[config.mk]
export PLATFORM = sky130hd
export DESIGN_NAME = word_byte_serializer
export DESIGN_NICKNAME = d
export VERILOG_FILES = /design/src/rtl/word_byte_serializer_pkg.sv /design/src/rtl/word_byte_serializer_byte_select.sv /design/src/rtl/word_byte_serializer.sv
export SDC_FILE = /design/constraint.sdc
export NUM_CORES = 1
export LEC_CHECK = 0
export BUFFER_PORTS_ARGS = -buffer_cell sky130_fd_sc_hd__buf_2
export CAP_MARGIN = 0
export CORE_AREA = 2 2 50 52
export DETAILED_ROUTE_END_ITERATION = 8
export DIE_AREA = 0 0 52 54
export PLACE_DENSITY_LB_ADDON = 0.3
export REMOVE_ABC_BUFFERS = 1
export SLEW_MARGIN = 25
export SYNTH_ARGS = -nofsm -noshare
export SYNTH_HDL_FRONTEND = slang
export SYNTH_SLANG_ARGS = --single-unit
[constraint.sdc]
create_clock -name clk -period 1.7 [get_ports clk]
set_clock_uncertainty 0.05 [all_clocks]
set_input_delay 0.17 -clock clk [delete_from_list [all_inputs] [get_ports clk]]
set_output_delay 0.17 -clock clk [all_outputs]
set_load 0.01 [all_outputs]
[src/rtl/word_byte_serializer_pkg.sv]
// Shared widths and FSM state encoding for the 16-to-8 bit word serializer.
package word_byte_serializer_pkg;

  localparam int unsigned BYTE_W  = 8;
  localparam int unsigned WORD_W  = 16;
  localparam int unsigned STATE_W = 2;

  // Encoding 2'd3 is unused and recovers to IDLE.
  localparam logic [STATE_W-1:0] ST_IDLE        = 2'd0;
  localparam logic [STATE_W-1:0] ST_SEND_FIRST  = 2'd1;
  localparam logic [STATE_W-1:0] ST_SEND_SECOND = 2'd2;

endpackage

[src/rtl/word_byte_serializer_byte_select.sv]
// Picks the byte of the held word that goes out in the current phase.
module word_byte_serializer_byte_select
  import word_byte_serializer_pkg::*;
#(
  parameter logic HI_FIRST = 1'b1
) (
  input  logic [WORD_W-1:0] i_word,
  input  logic              i_second,
  output logic [BYTE_W-1:0] o_byte
);

  logic w_take_hi;

  // High half goes first when HI_FIRST, so the phase flips the choice.
  assign w_take_hi = HI_FIRST ^ i_second;
  assign o_byte    = w_take_hi ? i_word[WORD_W-1 -: BYTE_W] : i_word[BYTE_W-1:0];

endmodule

[src/rtl/word_byte_serializer.sv]
// Splits 16-bit words into two 8-bit bytes with valid/ready on both sides,
// sustaining one byte per cycle including back-to-back words.
module word_byte_serializer
  import word_byte_serializer_pkg::*;
#(
  parameter logic HI_FIRST = 1'b1
) (
  input  logic              clk,
  input  logic              reset,
  input  logic [WORD_W-1:0] in_data,
  input  logic              in_last,
  input  logic              in_valid,
  output logic              in_ready,
  output logic [BYTE_W-1:0] out_data,
  output logic              out_last,
  output logic              out_valid,
  input  logic              out_ready
);

  logic [STATE_W-1:0] r_state;
  logic [STATE_W-1:0] w_state_nxt;
  logic [WORD_W-1:0]  r_word;
  logic               r_last;
  logic               w_in_accept;
  logic               w_sending;
  logic               w_second;
  logic [BYTE_W-1:0]  w_byte;

  always_ff @(posedge clk) begin
    if (reset) r_state <= ST_IDLE;
    else       r_state <= w_state_nxt;
  end

  // Word holding register; cleared on reset so a cut-off word never resurfaces.
  always_ff @(posedge clk) begin
    if (reset) begin
      r_word <= '0;
      r_last <= 1'b0;
    end else if (w_in_accept) begin
      r_word <= in_data;
      r_last <= in_last;
    end
  end

  always_comb begin
    w_state_nxt = r_state;
    in_ready    = 1'b0;
    case (r_state)
      ST_IDLE: begin
        in_ready = 1'b1;
        if (in_valid) w_state_nxt = ST_SEND_FIRST;
      end
      ST_SEND_FIRST: begin
        if (out_ready) w_state_nxt = ST_SEND_SECOND;
      end
      ST_SEND_SECOND: begin
        // Next word may be taken as the last byte leaves: no bubble.
        in_ready = out_ready;
        if (out_ready) w_state_nxt = in_valid ? ST_SEND_FIRST : ST_IDLE;
      end
      default: w_state_nxt = ST_IDLE;
    endcase
  end

  assign w_in_accept = in_valid & in_ready;
  assign w_second    = (r_state == ST_SEND_SECOND);
  assign w_sending   = (r_state == ST_SEND_FIRST) | w_second;

  word_byte_serializer_byte_select #(
    .HI_FIRST (HI_FIRST)
  ) u_byte_select (
    .i_word   (r_word),
    .i_second (w_second),
    .o_byte   (w_byte)
  );

  assign out_valid = w_sending;
  assign out_data  = w_sending ? w_byte : '0;
  assign out_last  = w_second & r_last;

endmodule

==> flow_summary.json <==
{
  "status": "finished clean",
  "endpoint_kind": "primary output",
  "drv_slew": 0,
  "drtAntennaViolNets": 0,
  "clock_latency_ps": 280,
  "dr_wl_met3_um": 95,
  "nets": 184,
  "io_pins": 32,
  "peakVddDrop_mv": 0.5465,
  "synth_area_per_cell_um2": 9.574,
  "crit_path_start_kind": "register",
  "wl_per_cell_um": 13.92,
  "num_rows": 18,
  "dp.cells": 175,
  "dieArea_mm2": 0.002808,
  "vias": 982,
  "dieWidth_um": 52,
  "route.layer.met1.wl_um": 1169,
  "drcViolationCount": 0,
  "maxCapViolations": 0,
  "hold_viol": 0,
  "routed-wl-met2_um": 1312,
  "fp.coreArea_mm2": 0.002320,
  "rsz0062_at_grt": "true",
  "vias_per_cell": 5.280,
  "ctsHtreeMaxLevel": 1,
  "cpMaxStageDelayCell": "dfxtp_4",
  "p_leak_nw": 0.5734,
  "cp_max_fo": 5,
  "critical_path.max_stage_delay_ps": 370,
  "setup_viol": 0,
  "drive_gt1_share_pct": 49.36,
  "overflow": 0,
  "syn2layout_area_growth_pct": 27.27,
  "worstMarginPinSlew_ps": 468.8,
  "clock-root-buffer": "clkbuf_4",
  "cts_buffers": 3,
  "critPathKind": "reg -> out",
  "start_util_pct": 47.46,
  "grt_pass1_vias": 911,
  "place_congestion": 0.6794,
  "antenna_found_initial": 0,
  "min_path_type": "in -> reg",
  "clockBufferDepth": 2,
  "slew-limit-headroom_pct": 68.72,
  "drt-pass1-iter-count": 3,
  "dr.first_iter.drc_count": 10,
  "synth_cells": 115,
  "fill_cells": 208,
  "yosys_warnings": 0,
  "period_share_pct": 97.37,
  "min_period_ps": 1655,
  "cts_tree": "yes",
  "crit_arrival_ps": 1440,
  "cts_sinks": 19,
  "clkTransAtPathRegs_ps": 120,
  "path_buf_inv": 3,
  "clock.fmax_mhz": 604.1,
  "ys_seq_elements": 19,
  "io_buffers": 31,
  "cp.required_ps": 1480,
  "grt_pass1_wl_um": 4091,
  "final_cells": 186,
  "p_per_area_mw_per_mm2": 868.0,
  "fin_setup_tns_ps": 0,
  "grt_max_degree": 19,
  "grtUsageTotal_pct": 19.52,
  "dieHeight_um": 54,
  "dr.max_layer_used": "met4",
  "yosys.cell_types.count": 28,
  "totalWireLength_um": 2590,
  "hpwl_um": 1745,
  "ys_seq_area_share_pct": 34.55,
  "worstPathCellList": "inv_4 -> ha_4 -> buf_6 -> mux2i_1 -> nor2b_1 -> buf_2",
  "synth_area_mm2": 0.001101,
  "n_antenna_cell": 0,
  "critPathTopFamily": "flip-flops",
  "cts_hold_buf": 0
}
-- worst min-delay path: stages --
cell     delay (ps)
buf_2           100
nand3_2          50
a21oi_2          40
-- per-layer routing --
layer	global-route usage (%)	vias to the layer above
li1	-	493
met1	25.38	467
met2	34.39	20
met3	2.778	2
met4	3.947	0
met5	0	-
-- cell type report --
cell class | count | area (um2) | share of cell area (%)
Multi-Input combinational cell | 83 | 658.1 | 46.96
Sequential cell | 19 | 387.9 | 27.68
Timing Repair Buffer | 45 | 264.0 | 18.84
Tap cell | 30 | 37.54 | 2.679
Inverter | 5 | 26.28 | 1.875
Clock buffer | 3 | 22.52 | 1.607
Clock inverter | 1 | 5.005 | 0.3571
-- path summary, 6_finish.rpt --
path	startpoint	endpoint	slack, ps	cells after the start
worst max-delay path	r_state[0]	out_data[3]	40	6
worst min-delay path	in_data[0]	r_word[0]	50	3
worst max register to register	r_state[0]	r_word[12]	180	7
worst min register to register	r_word[9]	r_word[9]	430	2
-- through the flow --
stage | total power [mW] | utilization (%) | hold WS [ps] | setup slack (ps) | cell area, um2
6_report | 1.216 | 60.41 | 50.53 | 44.73 | 1401
5_1_grt | 1.295 | 60.41 | 38.59 | -56.86 | 1401
4_1_cts | 1.168 | 58.09 | 51.98 | 1.338 | 1348
3_5_place_dp | 0.9063 | 55.07 | 370.9 | 133.6 | 1277
3_3_place_gp | 0.8984 | 55.07 | 365.9 | 177.1 | 1277
2_1_floorplan | 0.7529 | - | 182.4 | -39.00 | 1032
-- cell families (layout without fill, tap and decap cells) --
group           count (synthesis)  after routing  share of synthesized area (%)
compound gates                 40             40                          25.00
simple gates                   29             29                          18.18
flops                          19             19                          34.55
buf+inv                        13             54                          8.181
mux                             8              8                          7.273
fa+ha+maj                       6              6                          6.818
-- what timing repair did --
| item | in CTS | in global routing |
|---|---|---|
| setup endpoints to repair | 9 | 10 |
| pin swaps | 1 | 0 |
| resized for setup | 10 | 4 |
| buffers inserted | 1 | 6 |
-- sequential cells by signal, summed over array words and instances (netlist names) --
register / cells
r_state: 2
r_word: 16
r_last: 1
-- cells in the mapped netlist (all sizes together) --
master / number / area share [%]
a211o: 1 / 0.80
nor2b: 8 / 4.5
buf: 6 / 5.2
a21oi: 17 / 11
dfxtp: 19 / 35
and2: 1 / 0.57
a41o: 1 / 0.91
ha: 6 / 6.8
o2111ai: 1 / 0.80
mux2i: 8 / 7.3
clkbuf: 2 / 1.0
o21bai: 1 / 0.68
a31oi: 1 / 1.9
nand2: 1 / 0.34
inv: 5 / 1.9
a211oi: 1 / 0.68
nor2: 1 / 0.34
nand3: 17 / 12
nand2b: 1 / 0.57
o21ai: 17 / 8.1
-- report_power, final --
part	total [mW]	internal, mW	switching [mW]
clock network	0.228	0.0874	0.141
logic	0.473	0.224	0.249
registers	0.515	0.489	0.0259
total	1.22	0.801	0.415
-- cells in the final DEF (no fill, tap or decap), types with 2 or more instances in the layout --
master	netlist	routed
nand3_2	9	9
clkbuf_4	1	3
mux2i_1	8	8
dfxtp_1	19	17
buf_4	0	13
a21oi_2	10	10
buf_2	3	31
nor2b_1	8	8
o21ai_0	7	7
inv_1	4	3
dfxtp_4	0	2
ha_4	0	2
ha_1	6	3
a21oi_1	7	7
nand3_1	8	8
o21ai_1	9	9
No activity file was read; power rests on OpenSTA's default activity.
